## src/rtl/pipe_stage_skid.sv

```systemverilog
// Elastic pipeline stage: main register plus one-entry skid, registered in_ready, flush and in-place patch.
// Optional macro PIPE_STAGE_PERF_EN adds the saturating stall_cnt output and its CNT_W parameter.
//
// state | meaning
// EMPTY | no payload held
// ONE   | main entry holds a payload
// FULL  | main and skid both hold payloads, in_ready low
module pipe_stage_skid #(
  parameter int               WIDTH     = 32,
  parameter logic [WIDTH-1:0] KILL_MASK = {WIDTH{1'b1}},
  parameter logic [WIDTH-1:0] RST_VAL   = '0
`ifdef PIPE_STAGE_PERF_EN
  , parameter int             CNT_W     = 16
`endif
) (
  input  logic             CLK,
  input  logic             nRST,
  input  logic             in_valid,
  output logic             in_ready,
  input  logic [WIDTH-1:0] in_data,
  output logic             out_valid,
  input  logic             out_ready,
  output logic [WIDTH-1:0] out_data,
  input  logic             flush,
  input  logic             patch_en,
  input  logic [WIDTH-1:0] patch_mask,
  input  logic [WIDTH-1:0] patch_data
`ifdef PIPE_STAGE_PERF_EN
  , output logic [CNT_W-1:0] stall_cnt
`endif
);

  typedef enum logic [1:0] {EMPTY = 2'd0, ONE = 2'd1, FULL = 2'd2} occ_t;

  occ_t             state, state_nxt;
  logic [WIDTH-1:0] main_data, skid_data, main_nxt, patched;
  logic             push, pop;
  logic             ld_main_in, ld_main_skid, ld_skid;

  assign push = in_valid & in_ready;
  assign pop  = out_valid & out_ready;

  always_ff @(posedge CLK or negedge nRST) begin
    if (!nRST)      state <= EMPTY;
    else if (flush) state <= EMPTY;
    else            state <= state_nxt;
  end

  always_comb begin
    state_nxt = state;
    case (state)
      EMPTY:   if (push) state_nxt = ONE;
      ONE: begin
        if (push && !pop)      state_nxt = FULL;
        else if (pop && !push) state_nxt = EMPTY;
      end
      FULL:    if (pop) state_nxt = ONE;
      default: state_nxt = EMPTY;
    endcase
  end

  // in_ready and out_valid decode only flop outputs, so no input-to-ready path exists
  always_comb begin
    out_valid    = (state != EMPTY);
    in_ready     = (state != FULL);
    ld_main_in   = push && ((state == EMPTY) || ((state == ONE) && pop));
    ld_main_skid = (state == FULL) && pop;
    ld_skid      = (state == ONE) && push && !pop;
  end

  // A refill on pop overrides any patch of the departing entry
  always_comb begin
    patched  = patch_en ? ((main_data & ~patch_mask) | (patch_data & patch_mask)) : main_data;
    main_nxt = patched;
    if (ld_main_in)        main_nxt = in_data;
    else if (ld_main_skid) main_nxt = skid_data;
  end

  always_ff @(posedge CLK or negedge nRST) begin
    if (!nRST) begin
      main_data <= RST_VAL;
      skid_data <= RST_VAL;
    end else if (flush) begin
      main_data <= main_data & ~KILL_MASK;
      skid_data <= skid_data & ~KILL_MASK;
    end else begin
      main_data <= main_nxt;
      if (ld_skid) skid_data <= in_data;
    end
  end

  assign out_data = main_data;

`ifdef PIPE_STAGE_PERF_EN
  always_ff @(posedge CLK or negedge nRST) begin
    if (!nRST)
      stall_cnt <= '0;
    else if (out_valid && !out_ready && !flush && (stall_cnt != {CNT_W{1'b1}}))
      stall_cnt <= stall_cnt + 1'b1;
  end
`endif

endmodule

```

## config.mk

```make
export PLATFORM = sky130hd
export DESIGN_NAME = pipe_stage_skid
export DESIGN_NICKNAME = d
export VERILOG_FILES = /design/src/rtl/pipe_stage_skid.sv
export SDC_FILE = /design/constraint.sdc
export NUM_CORES = 1
export LEC_CHECK = 0
export CAP_MARGIN = 10
export CORE_ASPECT_RATIO = 1.1
export CORE_MARGIN = 2
export CORE_UTILIZATION = 47
export CTS_BUF_LIST = sky130_fd_sc_hd__clkbuf_16
export CTS_CLUSTER_SIZE = 25
export DETAILED_ROUTE_END_ITERATION = 12
export MAX_ROUTING_LAYER = met4
export PLACE_DENSITY_LB_ADDON = 0.12
export SYNTH_ARGS = -nofsm -noshare
export SYNTH_HDL_FRONTEND = slang
export SYNTH_SLANG_ARGS = --single-unit
```

## constraint.sdc

```tcl
create_clock -name CLK -period 4.7 [get_ports CLK]
set_clock_uncertainty 0.1 [all_clocks]
set_input_delay 0.705 -clock CLK [delete_from_list [all_inputs] [get_ports CLK]]
set_output_delay 0.705 -clock CLK [all_outputs]
set_load 0.02 [all_outputs]
```

==> impl_metrics.json, run 1 <==
{
  "gp_congestion": 0.798,
  "vias": 3214,
  "routed_wl_microns": 9430,
  "drc_errors": 11,
  "n_antenna_cell": 0,
  "wire_per_inst_microns": 17.2,
  "antenna_found_initial": 0,
  "fmax_mhz": 383,
  "vdd.ir_drop.worst_mv": 0.189,
  "clkTransAtPathRegs_ns": 0.05,
  "numCtsBuffers": 9,
  "portBuffers": 135,
  "cp_data_arrival_time_ns": 2.73,
  "timing.slew.headroom": 0.366,
  "drive_gt1_frac": 0.0776,
  "crit_slowest_cell": "nand2b_2",
  "cts_tree": "yes",
  "grt_start_max_net_pins": 65,
  "core.rowCount": 32,
  "netlist_instances": 338,
  "synth_area_sq_um": 3460,
  "crit_fanout": 32,
  "r2r-start": "state[0]$_DFFE_PN0P_",
  "crit_path_start": "out_ready",
  "hold_violations": 0,
  "final_common_cell": "clkdlybuf4s50_1",
  "track_usage": 0.248,
  "post_cts_buffers": 0,
  "fin_crit_sh": 0.556,
  "crit_type": "in2reg",
  "postCtsResizedCells": 0,
  "core_sq_um": 7090,
  "start_kind": "input pin",
  "crit_path_max_incr_delay_ns": 0.65,
  "ys_ff_latch": 66,
  "setup.worst_path.end": "out_data[27]$_DFFE_PN0P_",
  "slew_violations": 0,
  "fin_tns_setup_ns": 0,
  "status": "finished, violations left",
  "crit_chain": "clkdlybuf4s50_1, nor2b_4, nand2b_2, o211ai_1, a311oi_2",
  "placedInstanceArea_sq_um": 4830,
  "worst_pin_slew_ns": 0.949,
  "ctsHoldBuffers": 0,
  "reg2regPathDepth": 4,
  "drtAntennaViolNets": 0,
  "r2r_slack_ns": 2.55,
  "final_nets": 562,
  "dp_hpwl_microns": 5940,
  "clk_latency_ns": 0.32,
  "synth_top_area_share": 0.477,
  "clock_sinks": 66,
  "yosysWarnings": 0,
  "final_cell_mix": "clkdlybuf4s50_1, nand2_1, dfrtp_1",
  "pin_count": 136,
  "die-area_sq_um": 8070,
  "synth_fp_nets": 440,
  "fill_cells": 550,
  "area_growth_pct": 47.6,
  "cap_violations": 0,
  "dieWidth_microns": 85.8,
  "seq_area_sq_um": 1650,
  "r2r-end": "out_data[27]$_DFFE_PN0P_",
  "start_util": 0.489,
  "synth.distinct_cells": 21,
  "hold_class": "reg2reg",
  "ys_seq_area_frac": 0.477,
  "die_h_microns": 94.0,
  "setup_viol": 0,
  "synth_top_cell_by_area": "dfrtp_1",
  "drtIter0Drc": 253,
  "endpoint_kind": "flip-flop",
  "violations": "design-rule violations",
  "grt_remaining_overflow": 0,
  "period_needed_ns": 2.61,
  "multiInputGateArea_sq_um": 1700,
  "grt_pass1_vias": 3143,
  "power_density_nw_per_um2": 314,
  "rsz0062_at_grt": "false",
  "fin_area_sq_um": 5110,
  "cts.path.max_buffers": 2,
  "avgSynthCellArea_sq_um": 10.2,
  "p_leak_uw": 0.00231,
  "cts_root_buf": "clkbuf_16",
  "htreeDepth": 3,
  "worstPathRequired_ns": 4.82,
  "viasPerCell": 5.85,
  "grt_pass1_wl_microns": 15400,
  "dr.pass1.iters": 9,
  "synthTopCellsByArea": "dfrtp_1, mux2i_1, a22o_1"
}
-- registers in the layout, summed over array words and instances, names as in the netlist --
register,count
out_data,32
skid_data,32
state,2
-- synthesized netlist by cell type (all sizes together) --
cell    instances
or2             1
nand3b          1
o22a            1
a211oi          1
nor2           36
a21oi           2
nand2          66
o211ai         33
clkbuf          6
buf            23
nor2b           1
dfrtp          66
mux2i          33
nand2b          3
a311oi         32
and2b           1
a22o           32
-- critical path, delay by kind of cell --
family | cells | cell delay, ns
compound gates | 2 | 0.57
buf+inv | 1 | 0.51
simple gates | 2 | 0.92
-- report_power, final --
| group | switching, uW | internal, uW |
|---|---|---|
| registers | 27.0 | 604 |
| clock network | 222 | 399 |
| logic | 166 | 186 |
-- per-layer routing --
metal / GRT usage / vias to the layer above / wire length [microns]
met2: 0.389 / 146 / 4480
met3: 0.0527 / 16 / 767
li1: - / 1506 / -
met5: - / - / 0
met4: 0.0847 / 0 / 150
met1: 0.321 / 1546 / 4030
-- how the worst min path moves through the flow --
stage / startpoint / to / slack [ns] / cells after the start
after global routing: skid_data[10]$_DFFE_PN0P_ / skid_data[10]$_DFFE_PN0P_ / 0.42 / 1
after global placement: skid_data[15]$_DFFE_PN0P_ / skid_data[15]$_DFFE_PN0P_ / 0.39 / 1
final: skid_data[22]$_DFFE_PN0P_ / skid_data[22]$_DFFE_PN0P_ / 0.40 / 1
after CTS: skid_data[3]$_DFFE_PN0P_ / skid_data[3]$_DFFE_PN0P_ / 0.41 / 1
after detailed placement: skid_data[3]$_DFFE_PN0P_ / skid_data[3]$_DFFE_PN0P_ / 0.39 / 1
after floorplan: nRST / out_data[0]$_DFFE_PN0P_ / 0.31 / 0
-- area by class of cell --
type	count	share of cell area
clock buffer	9	0.0441
timing repair buffer	140	0.270
multi-input combinational	243	0.332
clock inverter	6	0.0100
tap	85	0.0208
sequential	66	0.323
-- stage by stage --
stage | hold WS (ns) | total power [uW] | std cells | utilization | worst slack, ns
after floorplan | 0.309 | 801 | 338 | - | 2.81
after global placement | 0.388 | 985 | 534 | 0.682 | 1.88
after detailed placement | 0.392 | 992 | 534 | 0.682 | 1.76
after CTS | 0.408 | 1620 | 549 | 0.721 | 2.11
after global routing | 0.415 | 1680 | 549 | 0.721 | 1.93
final | 0.405 | 1600 | 549 | 0.721 | 2.09
-- logic make-up (layout without fill, tap and decap cells) --
family,count (synthesis),count (layout),synth area share
AOI/OAI and AO/OA,101,101,0.259
buffers and inverters,29,155,0.0398
DFF,66,66,0.477
muxes,33,33,0.0954
and+or+nand+nor,109,109,0.129
(Power assumes the default switching activity.)
==> inputs of run 2 (changes only) <==
--- a/config.mk
+++ b/config.mk
@@ -8,7 +8,7 @@
 export CAP_MARGIN = 10
 export CORE_ASPECT_RATIO = 1.1
 export CORE_MARGIN = 2
-export CORE_UTILIZATION = 47
+export CORE_UTILIZATION = 40
 export CTS_BUF_LIST = sky130_fd_sc_hd__clkbuf_16
 export CTS_CLUSTER_SIZE = 25
 export DETAILED_ROUTE_END_ITERATION = 12
==> constraint.sdc (replaced) <==
create_clock -name CLK -period 2.4 [get_ports CLK]
set_clock_uncertainty 0.1 [all_clocks]
set_input_delay 0.36 -clock CLK [delete_from_list [all_inputs] [get_ports CLK]]
set_output_delay 0.36 -clock CLK [all_outputs]
set_load 0.02 [all_outputs]
==> impl_metrics.json, run 2 (synthesis results as in run 1) <==
{
  "post_cts_buffers": 0,
  "worst_pin_slew_ns": 0.933,
  "hold_class": "in2async",
  "numCtsBuffers": 9,
  "start_kind": "flip-flop",
  "antenna_found_initial": 0,
  "crit_type": "reg2out",
  "vias": 3199,
  "setup_viol": 0,
  "fin_ws_ns": 0.344,
  "cts_tree": "yes",
  "status": "complete, no violations",
  "power_density_nw_per_um2": 610,
  "slew_violations": 0,
  "r2r-start": "state[1]$_DFFE_PN0P_",
  "postCtsResizedCells": 0,
  "p_leak_uw": 0.00239,
  "portBuffers": 135,
  "clk_latency_ns": 0.32,
  "n_antenna_cell": 0,
  "drtAntennaViolNets": 0,
  "endpoint_kind": "output port",
  "period_needed_ns": 2.06,
  "grt_start_max_net_pins": 38,
  "routed_wl_microns": 9730,
  "dp_hpwl_microns": 6470,
  "hold_violations": 0,
  "cap_violations": 0,
  "pre_cts_ws_ns": 0.104,
  "clock_sinks": 66,
  "fmax_mhz": 486,
  "worstPathRequired_ns": 1.94,
  "core.rowCount": 35,
  "reg2regPathDepth": 3,
  "fin_area_sq_um": 5320,
  "grt_remaining_overflow": 0,
  "dp_cells": 571,
  "dr.pass1.iters": 4,
  "core_sq_um": 8410,
  "htreeDepth": 3,
  "placedInstanceArea_sq_um": 5020,
  "fin_crit_sh": 0.857,
  "cp_data_arrival_time_ns": 1.60,
  "pin_count": 136,
  "gp_congestion": 0.782,
  "start_util": 0.412,
  "final_nets": 573,
  "clkTransAtPathRegs_ns": 0.06,
  "drc_errors": 0,
  "cts_root_buf": "clkbuf_16",
  "timing.hold.ws_ns": 0.0286,
  "final_common_cell": "clkdlybuf4s50_1",
  "r2r-end": "skid_data[16]$_DFFE_PN0P_",
  "grt_pass1_wl_microns": 15900,
  "drtIter0Drc": 177,
  "drive_gt1_frac": 0.103,
  "track_usage": 0.219,
  "rsz0062_at_grt": "false",
  "cts.path.max_buffers": 2,
  "r2r_slack_ns": 0.54,
  "die_h_microns": 102,
  "dieWidth_microns": 92.7,
  "viasPerCell": 5.45,
  "fin_tns_setup_ns": 0,
  "area_growth_pct": 53.7,
  "final_cell_mix": "clkdlybuf4s50_1, nand2_1, dfrtp_1",
  "grt_pass1_vias": 3311,
  "vdd.ir_drop.worst_mv": 0.454,
  "die-area_sq_um": 9420,
  "crit_fanout": 7,
  "ctsHoldBuffers": 0,
  "fin_cells": 587,
  "timing.slew.headroom": 0.376,
  "wire_per_inst_microns": 16.6
}
-- run 2: critical path, stage by stage (launching register included) --
cell and delay [ns]:
dfrtp_1 0.43, or2_2 0.31, clkdlybuf4s50_1 0.54
-- run 2: how the worst max path moves through the flow --
stage | startpoint | end | depth (start not counted)
finish | state[1]$_DFFE_PN0P_ | out_valid | 2
global route | state[1]$_DFFE_PN0P_ | out_valid | 2
CTS | state[1]$_DFFE_PN0P_ | out_valid | 2
detailed placement | out_ready | skid_data[27]$_DFFE_PN0P_ | 4
global placement | out_ready | skid_data[28]$_DFFE_PN0P_ | 4
floorplan | state[1]$_DFFE_PN0P_ | out_data[19]$_DFFE_PN0P_ | 5
-- run 2: where the power goes --
group / internal, uW / total [uW] / switching, uW
Sequential: 1180 / 1230 / 53.7
Combinational: 391 / 720 / 329
Clock: 801 / 1290 / 490
Total: 2370 / 3250 / 873
-- run 2: cell type report --
type	instances	area (sq um)
Sequential cell	66	1650
Clock inverter	7	70.1
Fill cell	719	3090
Multi-Input combinational cell	243	1700
Clock buffer	9	225
Timing Repair Buffer	151	1540
Tap cell	111	139
-- run 2: per-stage QoR --
| stage | utilization | power [uW] |
|---|---|---|
| final | 0.633 | 3250 |
| after global routing | 0.633 | 3390 |
| after CTS | 0.633 | 3280 |
| after detailed placement | 0.598 | 1980 |
| after global placement | 0.598 | 1970 |
| after floorplan | - | 1570 |
-- run 2: layer usage --
metal | vias up | GRT usage | wire [microns]
met5 | - | - | 0
met3 | 7 | 0.0290 | 591
met1 | 1547 | 0.285 | 4430
met4 | 0 | 0.0735 | 95
met2 | 109 | 0.357 | 4610
li1 | 1536 | - | -
